$ cat src/rtl/multi_counter_selector.sv
// Channel selector and saturating step counter with BCD 7-segment digits and an LED progress bar.
// Define CNT_DEBOUNCE_EN to add a stable-level debounce filter on every button.
module multi_counter_selector #(
   parameter int unsigned         NUM_CH          = 3,
   parameter logic [8*NUM_CH-1:0] STEPS           = {8'd10, 8'd4, 8'd1},
   parameter int unsigned         LIMIT           = 999,
   parameter int unsigned         TICK_DIV        = 25_000_000,
   parameter int unsigned         DEBOUNCE_CYCLES = 250_000,
   localparam int unsigned        CHW             = (NUM_CH > 2) ? $clog2(NUM_CH) : 1,
   localparam int unsigned        CW              = $clog2(LIMIT + 1)
) (
   input  logic           clk,
   input  logic           reset_n,
   input  logic           next_btn,
   input  logic           select_btn,
   input  logic           step_btn,
   input  logic           mode_manual,
   output logic [CHW-1:0] ch_idx,
   output logic           busy,
   output logic           mode_q,
   output logic           done,
   output logic [CW-1:0]  count,
   output logic [6:0]     seg_hund,
   output logic [6:0]     seg_tens,
   output logic [6:0]     seg_units,
   output logic [4:0]     led
);

   localparam int unsigned PW = $clog2(TICK_DIV);
   // Sum width must hold count plus a full 8-bit step without wrapping.
   localparam int unsigned SW = (CW + 1 > 9) ? CW + 1 : 9;
   localparam int unsigned LW = CW + 3;

   localparam logic [6:0] SegZero = 7'b1000000;

   typedef enum logic [1:0] {StIdle, StRun, StFinish} state_e;

   // ------------------------------------------------------------------
   // Button conditioning: bit 0 next, bit 1 select, bit 2 step
   // ------------------------------------------------------------------
   logic [2:0] btn_raw;
   logic [2:0] sync1_q;
   logic [2:0] sync2_q;
   logic [2:0] lvl;
   logic [2:0] prev_q;
   logic [2:0] pulse;
   logic       next_p;
   logic       sel_p;
   logic       step_p;

   assign btn_raw = {step_btn, select_btn, next_btn};

   always_ff @(posedge clk or negedge reset_n) begin
      if (!reset_n) begin
         sync1_q <= '0;
         sync2_q <= '0;
         prev_q  <= '0;
      end else begin
         sync1_q <= btn_raw;
         sync2_q <= sync1_q;
         prev_q  <= lvl;
      end
   end

`ifdef CNT_DEBOUNCE_EN
   localparam int unsigned DBW = $clog2(DEBOUNCE_CYCLES + 1);

   for (genvar b = 0; b < 3; b++) begin : g_debounce
      logic [DBW-1:0] db_cnt_q;
      logic           db_lvl_q;

      // The filtered level flips only after the input disagrees for a full window.
      always_ff @(posedge clk or negedge reset_n) begin
         if (!reset_n) begin
            db_cnt_q <= '0;
            db_lvl_q <= 1'b0;
         end else if (sync2_q[b] == db_lvl_q) begin
            db_cnt_q <= '0;
         end else if (db_cnt_q == DBW'(DEBOUNCE_CYCLES)) begin
            db_cnt_q <= '0;
            db_lvl_q <= sync2_q[b];
         end else begin
            db_cnt_q <= db_cnt_q + 1'b1;
         end
      end

      assign lvl[b] = db_lvl_q;
   end
`else
   logic [2:0] lvl_q;

   always_ff @(posedge clk or negedge reset_n) begin
      if (!reset_n) begin
         lvl_q <= '0;
      end else begin
         lvl_q <= sync2_q;
      end
   end

   assign lvl = lvl_q;
`endif

   assign pulse  = lvl & ~prev_q;
   assign next_p = pulse[0];
   assign sel_p  = pulse[1];
   assign step_p = pulse[2];

   // ------------------------------------------------------------------
   // Control FSM and counter
   // ------------------------------------------------------------------
   state_e         state_q, state_d;
   logic [CHW-1:0] ch_q, ch_d;
   logic [CW-1:0]  count_q, count_d;
   logic           mode_lat_q, mode_lat_d;
   logic [PW-1:0]  presc_q, presc_d;
   logic [7:0]     step;
   logic           tick;
   logic           inc;
   logic [SW-1:0]  sum;

   always_comb begin
      step = 8'd1;
      for (int k = 0; k < NUM_CH; k++) begin
         if (ch_q == CHW'(k)) step = STEPS[8*k +: 8];
      end
   end

   assign tick = (presc_q == PW'(TICK_DIV - 1));
   assign inc  = mode_lat_q ? step_p : tick;
   assign sum  = SW'(count_q) + SW'(step);

   always_comb begin
      state_d    = state_q;
      ch_d       = ch_q;
      count_d    = count_q;
      mode_lat_d = mode_lat_q;
      presc_d    = presc_q;
      unique case (state_q)
         StIdle: begin
            // Select takes priority over a coincident next.
            if (sel_p) begin
               count_d    = '0;
               mode_lat_d = mode_manual;
               presc_d    = '0;
               state_d    = StRun;
            end else if (next_p) begin
               ch_d = (ch_q == CHW'(NUM_CH - 1)) ? '0 : ch_q + 1'b1;
            end
         end
         StRun: begin
            if (mode_lat_q || tick) begin
               presc_d = '0;
            end else begin
               presc_d = presc_q + 1'b1;
            end
            // Abort beats an increment arriving in the same cycle.
            if (sel_p) begin
               state_d = StIdle;
            end else if (inc) begin
               if (sum >= SW'(LIMIT)) begin
                  count_d = CW'(LIMIT);
                  state_d = StFinish;
               end else begin
                  count_d = sum[CW-1:0];
               end
            end
         end
         StFinish: begin
            state_d = StIdle;
         end
         default: begin
            state_d = StIdle;
         end
      endcase
   end

   // ------------------------------------------------------------------
   // Display path: binary to BCD, 7-segment decode, progress bar
   // ------------------------------------------------------------------
   function automatic logic [6:0] seg7(input logic [3:0] d);
      case (d)
         4'd0:    seg7 = 7'b1000000;
         4'd1:    seg7 = 7'b1111001;
         4'd2:    seg7 = 7'b0100100;
         4'd3:    seg7 = 7'b0110000;
         4'd4:    seg7 = 7'b0011001;
         4'd5:    seg7 = 7'b0010010;
         4'd6:    seg7 = 7'b0000010;
         4'd7:    seg7 = 7'b1111000;
         4'd8:    seg7 = 7'b0000000;
         4'd9:    seg7 = 7'b0010000;
         default: seg7 = 7'b1111111;
      endcase
   endfunction

   logic [9:0]    bin;
   logic [11:0]   bcd;
   logic [LW-1:0] five_cnt;
   logic [4:0]    led_d;
   logic [6:0]    seg_hund_q, seg_tens_q, seg_units_q;
   logic [4:0]    led_q;

   // Shift-add-3 conversion; count never exceeds 999 so 10 input bits suffice.
   always_comb begin
      bin = 10'(count_q);
      bcd = '0;
      for (int i = 9; i >= 0; i--) begin
         if (bcd[3:0] >= 4'd5)  bcd[3:0]  = bcd[3:0] + 4'd3;
         if (bcd[7:4] >= 4'd5)  bcd[7:4]  = bcd[7:4] + 4'd3;
         if (bcd[11:8] >= 4'd5) bcd[11:8] = bcd[11:8] + 4'd3;
         bcd = {bcd[10:0], bin[i]};
      end
   end

   always_comb begin
      five_cnt = (LW'(count_q) << 2) + LW'(count_q);
      led_d    = '0;
      for (int k = 0; k < 5; k++) begin
         led_d[k] = (five_cnt >= LW'((k + 1) * LIMIT));
      end
   end

   // ------------------------------------------------------------------
   // State registers
   // ------------------------------------------------------------------
   always_ff @(posedge clk or negedge reset_n) begin
      if (!reset_n) begin
         state_q     <= StIdle;
         ch_q        <= '0;
         count_q     <= '0;
         mode_lat_q  <= 1'b0;
         presc_q     <= '0;
         seg_hund_q  <= SegZero;
         seg_tens_q  <= SegZero;
         seg_units_q <= SegZero;
         led_q       <= '0;
      end else begin
         state_q     <= state_d;
         ch_q        <= ch_d;
         count_q     <= count_d;
         mode_lat_q  <= mode_lat_d;
         presc_q     <= presc_d;
         seg_hund_q  <= seg7(bcd[11:8]);
         seg_tens_q  <= seg7(bcd[7:4]);
         seg_units_q <= seg7(bcd[3:0]);
         led_q       <= led_d;
      end
   end

   assign ch_idx    = ch_q;
   assign busy      = (state_q == StRun);
   assign done      = (state_q == StFinish);
   assign mode_q    = mode_lat_q;
   assign count     = count_q;
   assign seg_hund  = seg_hund_q;
   assign seg_tens  = seg_tens_q;
   assign seg_units = seg_units_q;
   assign led       = led_q;

endmodule

$ cat config.mk
export PLATFORM = sky130hd
export DESIGN_NAME = multi_counter_selector
export DESIGN_NICKNAME = d
export VERILOG_FILES = /design/src/rtl/multi_counter_selector.sv
export SDC_FILE = /design/constraint.sdc
export NUM_CORES = 1
export LEC_CHECK = 0
export ABC_AREA = 1
export CAP_MARGIN = 20
export CELL_PAD_IN_SITES_DETAIL_PLACEMENT = 1
export CELL_PAD_IN_SITES_GLOBAL_PLACEMENT = 1
export CORE_AREA = 3 3 130 100
export DETAILED_ROUTE_END_ITERATION = 6
export DIE_AREA = 0 0 133 103
export HOLD_SLACK_MARGIN = 0.12
export PLACE_DENSITY_LB_ADDON = 0.1
export SLEW_MARGIN = 40
export SYNTH_ARGS = -nofsm -noshare
export SYNTH_HDL_FRONTEND = slang
export SYNTH_SLANG_ARGS = --single-unit
export TNS_END_PERCENT = 10
$ cat constraint.sdc
create_clock -name clk -period 8.72 [get_ports clk]
set_input_delay 0.872 -clock clk [delete_from_list [all_inputs] [get_ports clk]]
set_output_delay 0.872 -clock clk [all_outputs]
set_load 0.05 [all_outputs]
==> metrics.yaml, run 1 <==
max_freq_ghz: 0.161
track_usage_pct: 23.1
first_iter_violations: 171
drive_above_1_share_pct: 13.2
reg2reg_from: "count[8]"
synth_nets: 765
synth_ff_type: "dfrtp_1"
grt_pass1_wl_mm: 26.0
critPathArrivalTime_ns: 6.46
htreeDepth: 3
worst_ir_drop_vdd_uv: 146
max_stage_delay_ns: 0.45
async_flop_share_pct: 100
multiInputGateArea_sq_um: 3130
rrSetupSlack_ns: 2.49
area_delta_synth_final_pct: 17.2
synth_edf_count: 0
p_leak_nw: 3.34
fin_skew_ns: 0.00735
cts.sinks: 78
boundaryPins: 47
netlist_top_cells_area: "dfrtp_1, nand2_1, ha_1, inv_1, nand3_1"
synthCells: 724
cts_root_buf: "clkbuf_16"
yosysSeqAreaShare_pct: 35.4
p_per_area_nw_per_um2: 216
seq_area_sq_um: 1960
n_fill_cell: 1484
hp-class: "flip-flop to flip-flop"
max-slew-margin-rel_pct: 48.7
rows: 34
port_buffers: 46
reg2reg_to: "seg_tens[3]"
syn_area_sq_um: 5520
cts_tree: "yes"
die_area_sq_um: 13700
clock_latency_ns: 0.34
drv_cap: 0
fin_crit_sh_pct: 71.4
ys_ff_latch: 78
grt_max_degree: 79
cp_slowest_cell: "dfrtp_1"
drv_slew: 0
worstMarginPinSlew_ns: 0.767
synth_cell_types: 50
clkTransAtPathRegs_ns: 0.06
yosysWarnings: 0
synth_area_leader_cell: "dfrtp_1"
cp-start-kind: "flip-flop"
required_ns: 8.95
hold_depth: 0
die_w_um: 133
rsz0062_at_grt: "no"
routed_via_density: 5.32
holdBufCountCts: 0
grt.overflow.total: 0
end_kind: "flip-flop"
n_antenna_cell: 0
dp_hpwl_mm: 11.6
wl_per_cell_um: 16.2
die_h_um: 103
grt_pass1_vias: 5323
worst_setup_path_startpoint: "count[8]"
worstHoldStart: "sync2_q[2]"
drc: 0
min_period_ns: 6.23
cp_max_fo: 8
fp.coreArea_sq_um: 11700
cp_common_cell: "nand2_1"
postSynthAreaPerCell_sq_um: 7.62
dr.pass1.iters: 4
hold_violations: 0
synth_top_area_share_pct: 34.0
cts_setup_buffers: 0
place_congestion: 0.847
final_nets: 818
start_util_pct: 47.2
vias: 5019
r2r_cells: 44
cts_resized: 0
status: "finished, final reports clean"
cts_buffers: 9
wl_mm: 15.2
fin_tns_setup_ns: 0
antenna_found_initial: 0
setup_viol: 0
whs_endpoint: "lvl[2]"
ant_nets: 0
path_class: "flip-flop to flip-flop"
worst_hold_slack_ns: 0.350
clk_path_buf_depth: 2
==> critical path: cells and delay by family, from the launching register on <==
| family | cells | cell delay (ns) |
|---|---|---|
| compound gates | 1 | 0.11 |
| fa+ha+maj | 8 | 1.73 |
| buf+inv | 6 | 0.61 |
| flops | 1 | 0.45 |
| simple gates | 29 | 3.18 |
==> sequential cells by signal, indices dropped and copies added (netlist names), 2 cells and up <==
register / flops
ch_idx: 2
count: 10
led: 5
lvl: 3
presc_q: 25
prev_q: 3
seg_hund: 7
seg_tens: 7
seg_units: 7
state_q: 2
sync1_q: 3
sync2_q: 3
==> logic make-up after synthesis <==
group	share of synthesized area [%]
adder cells (fa/ha/maj)	8.21
flip-flops	35.4
buffers and inverters	7.82
AND/OR/NAND/NOR	35.3
XOR/XNOR	2.70
AO/OA/AOI/OAI	10.6
==> layout by cell type (no fill, tap or decap), drive strengths merged, types with 19 or more instances in the layout <==
master         instances
inv                  107
clkdlybuf4s50         45
nand4                 19
o21ai                 33
nor2                  60
a21oi                 31
ha                    33
nand2                202
dfrtp                 75
nand3                 71
==> metrics by stage <==
stage | total power, mW | utilization [%] | worst slack (ns) | instances | area [sq um]
after floorplan | 0.836 | - | 2.80 | 724 | 5520
after global placement | 0.976 | 52.7 | 2.98 | 928 | 6160
after detailed placement | 1.01 | 52.7 | 2.52 | 928 | 6160
after CTS | 1.40 | 55.3 | 2.49 | 944 | 6470
after global routing | 1.48 | 55.3 | 1.85 | 944 | 6470
final | 1.40 | 55.3 | 2.49 | 944 | 6470
==> synthesized netlist by cell type (all sizes together) (2+ instances only) <==
cell type / n
dfrtp: 75
fa: 2
or2: 5
o32ai: 3
nand2: 202
and2: 2
nor4: 4
dfstp: 3
o21ai: 33
nor2: 60
xor2: 15
nor3: 15
a21oi: 31
nand4: 19
o21a: 4
ha: 33
xnor2: 2
a31oi: 4
o211ai: 3
inv: 107
a21o: 2
clkbuf: 4
nand3: 71
o22ai: 8
nand3b: 4
==> power breakdown <==
group / switching, mW / internal, mW
clock: 0.158 / 0.230
sequential: 0.0376 / 0.402
combinational: 0.387 / 0.183
total: 0.582 / 0.815
==> routing by layer <==
layer	share of wire (%)	up-vias	global-route usage, %
li1	-	2492	-
met1	49	2456	30.6
met2	48	64	40.7
met3	2.6	7	4.59
met4	0.33	0	3.04
met5	0	-	0
==> area by class of cell <==
cell class              instances  area share (%)
inverters                     108            6.27
well taps                     162            3.13
clock inverters                 5           0.909
flip-flops and latches         78            30.2
clock buffers                  11            3.75
multi-input cells             533            48.4
repair buffers                 47            7.26
==> worst max path at each step <==
| stage | slack [ns] | end |
|---|---|---|
| finish | 2.49 | seg_tens[3] |
| detailed placement | 2.52 | seg_tens[3] |
| global placement | 2.98 | seg_tens[3] |
| global route | 1.85 | seg_tens[3] |
| CTS | 2.49 | seg_tens[3] |
| floorplan | 2.80 | seg_tens[3] |
No activity file was read; power rests on OpenSTA's default activity.
==> run 2, diff against run 1 <==
- CORE_AREA: 3 3 130 100 -> 3 3 142 110
- DIE_AREA: 0 0 133 103 -> 0 0 145 113
- clock period: 8.72 -> 5.5 ns (I/O delays scaled with it)
==> metrics.yaml, run 2 (same netlist as run 1, synthesis figures left out) <==
cp-start-kind: "flip-flop"  # unchanged
hold_violations: 0  # unchanged
dpl_cell_area_sq_um: 6270  # was 6160 sq um
worstMarginPinSlew_ns: 0.746  # was 0.767 ns
finalNonFillerCells: 1002  # was 944
placed_cells: 972  # was 928
cp_max_fo: 4  # was 8
drive_above_1_share_pct: 19.1  # was 13.2%
rows: 38  # was 34
ant_nets: 0  # unchanged
status: "finished, final reports clean"  # unchanged
setup_ws_ns: 0.220  # was 2.49 ns
grt.overflow.total: 0  # unchanged
holdBufCountCts: 0  # unchanged
p_total_mw: 2.23  # was 1.40 mW
die_w_um: 145  # was 133 um
cts_root_buf: "clkbuf_16"  # unchanged
cts_buffers: 9  # unchanged
critPathArrivalTime_ns: 5.51  # was 6.46 ns
cp_common_cell: "nand2_2"  # was nand2_1
track_usage_pct: 18.9  # was 23.1%
grt_pass1_wl_mm: 25.8  # was 26.0 mm
port_buffers: 46  # unchanged
dr.pass1.iters: 4  # unchanged
p_leak_nw: 3.45  # was 3.34 nW
crit_buf_inv: 5  # was 6
mostFrequentLayoutCells: "nand2_1, inv_1, dfrtp_1, nor2_1, nand3_1"  # unchanged
end_kind: "flip-flop"  # unchanged
hp-class: "input pin to asynchronous set/reset pin"  # was flip-flop to flip-flop
drv_cap: 0  # unchanged
vias: 5041  # was 5019
fin_skew_ns: 0.00837  # was 0.00735 ns
fin_area_sq_um: 6830  # was 6470 sq um
max_stage_delay_ns: 0.42  # was 0.45 ns
cts_tree: "yes"  # unchanged
worst_ir_drop_vdd_uv: 141  # was 146 uV
largest_reg_flops: 25  # unchanged
area_delta_synth_final_pct: 23.7  # was 17.2%
path_class: "flip-flop to flip-flop"  # unchanged
wl_mm: 15.0  # was 15.2 mm
required_ns: 5.73  # was 8.95 ns
wl_per_cell_um: 14.9  # was 16.2 um
p_per_area_nw_per_um2: 327  # was 216 nW/um^2
fin_crit_sh_pct: 96.0  # was 71.4%
n_antenna_cell: 0  # unchanged
place_congestion: 0.815  # was 0.847
n_fill_cell: 1809  # was 1484
final_nets: 838  # was 818
max_freq_ghz: 0.189  # was 0.161 GHz
grt_pass1_vias: 5328  # was 5323
rrSetupSlack_ns: 0.22  # was 2.49 ns
clock_latency_ns: 0.35  # was 0.34 ns
first_iter_violations: 174  # was 171
grt_max_degree: 79  # unchanged
setup_viol: 0  # unchanged
fp.coreArea_sq_um: 14300  # was 11700 sq um
dp_hpwl_mm: 11.3  # was 11.6 mm
htreeDepth: 3  # unchanged
max-slew-margin-rel_pct: 50.2  # was 48.7%
drc: 0  # unchanged
fin_util_pct: 47.7  # was 55.3%
drv_slew: 0  # unchanged
min_period_ns: 5.28  # was 6.23 ns
die_h_um: 113  # was 103 um
worst_hold_slack_ns: 0.222  # was 0.350 ns
place_ws_ns: -0.303  # was 2.52 ns
antenna_found_initial: 0  # unchanged
boundaryPins: 47  # unchanged
cts.sinks: 78  # unchanged
clkTransAtPathRegs_ns: 0.06  # about the same
die_area_sq_um: 16400  # was 13700 sq um
fin_tns_setup_ns: 0  # unchanged
cp_top_family: "simple AND/OR/NAND/NOR gates"  # unchanged
start_util_pct: 38.6  # was 47.2%
clk_path_buf_depth: 2  # unchanged
final_common_cell: "nand2_1"  # unchanged
cp_slowest_cell: "dfrtp_2"  # was dfrtp_1
regMostFlops: "presc_q"  # unchanged
routed_via_density: 5.03  # was 5.32
==> run 2: cell types whose count changed in the layout (fill, tap and decap cells not counted), sizes merged <==
cell    previous run  this run
buf                2        22
bufinv             1         2
clkinv             3         1
inv              107       109
clkbuf            11        10
==> run 2: final cells by class <==
type | instances | area [sq um] | share of cell area (%)
multi-input combinational | 533 | 3270 | 47.9
sequential | 78 | 1960 | 28.7
timing repair buffer | 67 | 619 | 9.07
inverter | 108 | 408 | 5.97
tap | 200 | 250 | 3.66
clock buffer | 10 | 229 | 3.35
clock inverter | 6 | 92.6 | 1.36
==> run 2: repair_timing <==
item,CTS,global route
gates resized for setup,6,25
pin swaps,6,13
buffers inserted,8,6
setup endpoints to repair,6,13
==> run 2: worst paths after layout <==
| kind | cells after the start | endpoint | start |
|---|---|---|---|
| min in group clk | 0 | lvl[0] | sync2_q[0] |
| hold / removal | 1 | led[2] | reset_n |
| setup reg to reg | 43 | seg_tens[3] | count[8] |
| hold reg to reg | 0 | lvl[0] | sync2_q[0] |
| max in group asynchronous | 1 | count[7] | reset_n |
| setup / recovery | 43 | seg_tens[3] | count[8] |
==> run 2: worst reg2reg max path: cells and delay by family, from the launching register on <==
| kind | cells | cell delay (ns) |
|---|---|---|
| AND/OR/NAND/NOR | 29 | 2.82 |
| adder cells (fa/ha/maj) | 8 | 1.48 |
| flip-flops | 1 | 0.42 |
| buffers and inverters | 5 | 0.37 |
| AO/OA/AOI/OAI | 1 | 0.11 |
==> run 2: routing by layer <==
layer / GRT usage [%] / up-vias / part of all wire, %
li1: - / 2528 / -
met1: 25.7 / 2451 / 51
met2: 31.2 / 53 / 46
met3: 4.20 / 9 / 2.7
met4: 3.80 / 0 / 0.90
met5: 0 / - / 0
==> run 2: power breakdown <==
part | total, mW | internal (mW) | switching (mW)
clock | 0.653 | 0.401 | 0.252
combinational | 0.886 | 0.292 | 0.594
sequential | 0.693 | 0.637 | 0.0561
